--- src/rtl/tap_delay_line_if.sv ---
// rtl/tap_delay_line_if.sv - sample stream in, parallel taps and window strobe out
interface tap_delay_line_if #(
  parameter int WIDTH = 32,
  parameter int DEPTH = 4
);
  localparam int FW = $clog2(DEPTH + 1);

  logic                   flush;
  logic                   in_valid;
  logic [WIDTH-1:0]       in_data;
  logic [DEPTH*WIDTH-1:0] taps;
  logic [DEPTH-1:0]       tap_valid;
  logic [FW-1:0]          fill_count;
  logic                   window_valid;

  modport master (
    output flush, in_valid, in_data,
    input  taps, tap_valid, fill_count, window_valid
  );

  modport slave (
    input  flush, in_valid, in_data,
    output taps, tap_valid, fill_count, window_valid
  );
endinterface

--- src/rtl/tap_delay_line.sv ---
// rtl/tap_delay_line.sv - accept-driven tap delay line with fill tracking and strided window strobe
module tap_delay_line #(
  parameter int WIDTH  = 32,
  parameter int DEPTH  = 4,
  parameter int STRIDE = 1
) (
  input logic                clk,
  input logic                reset,
  tap_delay_line_if.slave    bus
);
  localparam int FW = $clog2(DEPTH + 1);
  localparam int PW = (STRIDE > 1) ? $clog2(STRIDE) : 1;

  logic [DEPTH-1:0][WIDTH-1:0] taps_q, taps_d;
  logic [DEPTH-1:0]            tap_valid_q, tap_valid_d;
  logic [FW-1:0]               fill_q, fill_d;
  logic [PW-1:0]               phase_q, phase_d;
  logic                        wv_q, wv_d;

  always_comb begin
    taps_d      = taps_q;
    tap_valid_d = tap_valid_q;
    fill_d      = fill_q;
    phase_d     = phase_q;
    wv_d        = 1'b0;

    // Flush clears first so a same-cycle sample lands in an empty line.
    if (bus.flush) begin
      taps_d      = '0;
      tap_valid_d = '0;
      fill_d      = '0;
      phase_d     = '0;
    end

    if (bus.in_valid) begin
      taps_d      = {taps_d[DEPTH-2:0], bus.in_data};
      tap_valid_d = {tap_valid_d[DEPTH-2:0], 1'b1};
      if (fill_d != FW'(DEPTH)) begin
        fill_d = fill_d + FW'(1);
      end
      // Phase only runs once the window is complete; first full window always emits.
      if (fill_d == FW'(DEPTH)) begin
        wv_d    = (phase_d == '0);
        phase_d = (phase_d == PW'(STRIDE - 1)) ? '0 : phase_d + PW'(1);
      end
    end
  end

  always_ff @(posedge clk) begin
    if (reset) begin
      taps_q      <= '0;
      tap_valid_q <= '0;
      fill_q      <= '0;
      phase_q     <= '0;
      wv_q        <= 1'b0;
    end else begin
      taps_q      <= taps_d;
      tap_valid_q <= tap_valid_d;
      fill_q      <= fill_d;
      phase_q     <= phase_d;
      wv_q        <= wv_d;
    end
  end

  assign bus.taps         = taps_q;
  assign bus.tap_valid    = tap_valid_q;
  assign bus.fill_count   = fill_q;
  assign bus.window_valid = wv_q;
endmodule

--- src/flat_wrapper.sv ---
// flat-port wrapper written by rule: the top's interface ports become plain ports
module tap_delay_line_flat 
#(
  parameter int WIDTH  = 32,
  parameter int DEPTH  = 4,
  parameter int STRIDE = 1
)
  (clk, reset, bus_flush, bus_in_valid, bus_in_data, bus_taps, bus_tap_valid, bus_fill_count, bus_window_valid);
  tap_delay_line_if #(.WIDTH(WIDTH), .DEPTH(DEPTH)) bus_i ();
  input logic clk;
  input logic reset;
  input wire logic [$bits(bus_i.flush)-1:0] bus_flush;
  input wire logic [$bits(bus_i.in_valid)-1:0] bus_in_valid;
  input wire logic [$bits(bus_i.in_data)-1:0] bus_in_data;
  output wire logic [$bits(bus_i.taps)-1:0] bus_taps;
  output wire logic [$bits(bus_i.tap_valid)-1:0] bus_tap_valid;
  output wire logic [$bits(bus_i.fill_count)-1:0] bus_fill_count;
  output wire logic [$bits(bus_i.window_valid)-1:0] bus_window_valid;
  assign bus_i.flush = bus_flush;
  assign bus_i.in_valid = bus_in_valid;
  assign bus_i.in_data = bus_in_data;
  assign bus_taps = bus_i.taps;
  assign bus_tap_valid = bus_i.tap_valid;
  assign bus_fill_count = bus_i.fill_count;
  assign bus_window_valid = bus_i.window_valid;
  tap_delay_line #(.WIDTH(WIDTH), .DEPTH(DEPTH), .STRIDE(STRIDE)) u_core (.clk(clk), .reset(reset), .bus(bus_i));
endmodule
--- config.mk ---
export PLATFORM = sky130hd
export DESIGN_NAME = tap_delay_line_flat
export DESIGN_NICKNAME = d
export VERILOG_FILES = /design/src/rtl/tap_delay_line_if.sv /design/src/rtl/tap_delay_line.sv /design/src/flat_wrapper.sv
export SDC_FILE = /design/constraint.sdc
export NUM_CORES = 1
export LEC_CHECK = 0
export BUFFER_PORTS_ARGS = -buffer_cell sky130_fd_sc_hd__buf_2
export CAP_MARGIN = 20
export CORE_MARGIN = 8
export CORE_UTILIZATION = 42
export CTS_BUF_LIST = sky130_fd_sc_hd__clkbuf_4 sky130_fd_sc_hd__clkbuf_8
export DETAILED_ROUTE_END_ITERATION = 6
export HOLD_SLACK_MARGIN = 0.03
export PLACE_DENSITY = 0.69
export SYNTH_ARGS = -nofsm -noshare
export SYNTH_HDL_FRONTEND = slang
export SYNTH_SLANG_ARGS = --single-unit
--- constraint.sdc ---
create_clock -name clk -period 1.75 [get_ports clk]
set_input_delay 0.2625 -clock clk [delete_from_list [all_inputs] [get_ports clk]]
set_output_delay 0.2625 -clock clk [all_outputs]
set_load 0.05 [all_outputs]
==> metrics.md <==
| Metric | Value |
|---|---|
| Status | finished, final reports clean |
| Hold Buf Count CTS | 0 |
| Antenna cells | 0 |
| Ys async rst share | 0 |
| TritonCTS Buffers | 17 |
| Post-synth EDFFs | 0 |
| Synth Area in XOR/XNOR | 0 |
| Fin crit share | 0.938 |
| Setup TNS | 0 ns |
| VDD IR max | 0.523 mV |
| Fmax | 609 MHz |
| Origin of the critical flop-to-flop path | u_core.bus.fill_count[0] |
| Hold Fails Final Rpt | 0 |
| Post-synthesis sequential area ratio | 0.571 |
| Drt pass-1 iters | 4 |
| Crit Path Max Fanout | 4 |
| Hold EP | u_core.bus.taps[16] |
| WP data required | 2.11 ns |
| Drt wl/cell | 15.6 µm |
| Arrival time worst endpoint | 2.00 ns |
| DRT iter0 DRCs | 180 |
| Postcts setup bufs | 0 |
| Final count of pins violating max slew | 0 |
| Largest net degree at the start of global routing | 100 |
| Clock Sinks | 137 |
| P_leak | 0.00312 µW |
| DRC Markers | 0 |
| Slew headroom | 0.711 |
| Htree depth | 4 |
| Post-synth top area cell | dfxtp_1 |
| Hold path depth | 3 |
| Routed Antenna Nets | 0 |
| Mux contribution to synthesized area | 0.208 |
| DP HPWL | 8510 µm |
| Hold path start | bus_in_data[16] |
| Initial Util | 0.426 |
| Nets | 668 |
| Clk pin slew, worst setup/hold paths | 0.08 ns |
| Post-Syn Nets | 499 |
| Total grt overflow | 0 |
| Pwr dens | 1030 nW/µm² |
| DR vias/cell | 4.92 |
| #FFs+latches synth | 137 |
| Clk_lat worst skew | 0.43 ns |
| Minimum clock period | 1.64 ns |
| Library cells used by synthesis | 22 |
| RSZ-0062 raised after global routing | false |
| Mean Syn Cell Area | 10.4 µm² |
| Number of port buffers | 171 |
| Top FF cell, synth | dfxtp_1 |
| Synth Instances | 461 |
| Area grow syn2layout | 30.4% |
| Synth Area in Adders | 0.00521 |
| Reg2Reg Setup Slack | 0.11 ns |
| Crit Path Class | flip-flop to flip-flop |
| Routability Congestion | 0.808 |
| Root Driver | clkbuf_8 |
| Simple-Gate Fraction of Synth Area | 0.119 |
| Vias | 3859 |
| Worst-Margin Slew | 0.433 ns |
| Row cnt | 39 |
| # IOs | 172 |
| CTS tree | done |
| Startpoint types | flip-flop |
| FILL cells | 1010 |
| Synth cell count leaders | 137 x dfxtp_1, 135 x nor2_1, 100 x mux2i_1 |
| WHS | 0.0809 ns |
| CP endpoint kind | flip-flop |
| Count leader, synth | dfxtp_1 |
| Core Area | 11300 µm² |
| Die area | 15100 µm² |
| Vias in the first global route | 3962 |
| Share of cells above drive strength 1 | 0.346 |
| Routed WL | 12200 µm |
| First-pass GRT wire length | 19300 µm |
| Worst hold path type | input pin to flip-flop |
| Clock tree buffer depth | 2 |
| R2r endpoint | u_core.bus.window_valid |
| Worst Reg2Reg Path Length in Cells | 6 |
| Die Width | 123 µm |
| Final clock skew | 0.0150 ns |
| Area share of the largest cell type after synthesis | 0.571 |
| Max-cap violation count | 0 |
| Initial antenna violation count | 1 |
| Cell Area, Synth | 4800 µm² |
| Compound-Gate Fraction of Synth Area | 0.0607 |
| Setup violators final | 0 |
| Total track usage | 0.159 |
| Die span in y | 123 µm |
| Synth top area cells | dfxtp_1 57%, mux2i_1 21%, nor2_1 11% |
| Ys Warns | 0 |
| Largest family of logic cells by synthesized area | multiplexers |
[repair_timing]
action                                  in CTS  in global routing
hold endpoints to repair                     0                  0
endpoints found under the setup margin       0                  1
resized for setup                            0                  3
[metrics by stage]
step / setup slack [ns] / util / instances / power (µW) / area, µm²
after global routing: 0.00256 / 0.556 / 785 / 6720 / 6260
after CTS: 0.0205 / 0.552 / 784 / 6530 / 6230
after global placement: 0.0801 / 0.515 / 753 / 3860 / 5810
final: 0.108 / 0.556 / 785 / 6480 / 6260
after floorplan: 0.0111 / - / 461 / 3700 / 4810
after detailed placement: -0.0300 / 0.515 / 753 / 3870 / 5810
[cells by family (layout without fill, tap and decap cells)]
| family | count (synthesis) | count (layout) |
|---|---|---|
| flip-flops | 137 | 137 |
| AND/OR/NAND/NOR | 145 | 145 |
| buffers and inverters | 38 | 219 |
| AO/OA/AOI/OAI | 39 | 39 |
| multiplexers | 100 | 100 |
| adder cells (fa/ha/maj) | 2 | 2 |
[registers in the layout (all words and copies together), names as in the netlist]
name,count
u_core.bus.taps,128
u_core.phase_q,1
u_core.bus.tap_valid,4
u_core.bus.fill_count,3
u_core.bus.window_valid,1
[worst max-delay path by stage]
stage,startpoint,endpoint,slack [ns],cells after the start
floorplan,u_core.bus.fill_count[0],u_core.phase_q,0.01,6
global placement,bus_flush,u_core.phase_q,0.08,7
detailed placement,bus_flush,u_core.phase_q,-0.03,7
CTS,u_core.bus.fill_count[0],u_core.phase_q,0.02,6
global route,u_core.bus.fill_count[0],u_core.phase_q,0.003,6
finish,u_core.bus.fill_count[0],u_core.bus.window_valid,0.11,6
[layout make-up]
type,instances,area [µm²],area share
clock buffer,20,269,0.0430
clock inverter,11,148,0.0236
inverter,5,18.8,0.00300
multi-input combinational,286,1900,0.304
sequential,137,2750,0.439
tap,143,179,0.0286
timing repair buffer,183,997,0.159
[where the power goes]
| part | total [µW] | internal [µW] | leakage, µW | switching, µW |
|---|---|---|---|---|
| sequential | 3210 | 3170 | 0.00111 | 41.9 |
| combinational | 590 | 190 | 0.00180 | 400 |
| clock | 2680 | 1490 | 0.000212 | 1190 |
| total | 6480 | 4850 | 0.00312 | 1630 |
[worst max-delay path, cell delays in order, from the launching register on]
cell	delay, ns
dfxtp_4	0.34
nor2b_2	0.15
buf_4	0.14
ha_1	0.22
and4bb_2	0.23
a211oi_1	0.30
and3_1	0.20
[per-layer routing]
layer / up-vias / share of wire / global-route usage
met2: 119 / 0.46 / 0.257
met4: 2 / 0.0097 / 0.0533
met3: 12 / 0.084 / 0.0644
li1: 1896 / - / -
met5: - / 0.0011 / 0
met1: 1830 / 0.44 / 0.190
[placed cells by master (no fill, tap or decap), types with 3 or more instances in the layout]
master / instances
nor2_1: 134
buf_2: 170
clkinv_2: 3
mux2i_1: 100
dfxtp_1: 135
bufinv_16: 3
clkinv_4: 4
clkbuf_8: 19
a22oi_1: 32
buf_4: 9
inv_1: 5
No activity file was read; power rests on OpenSTA's default activity.
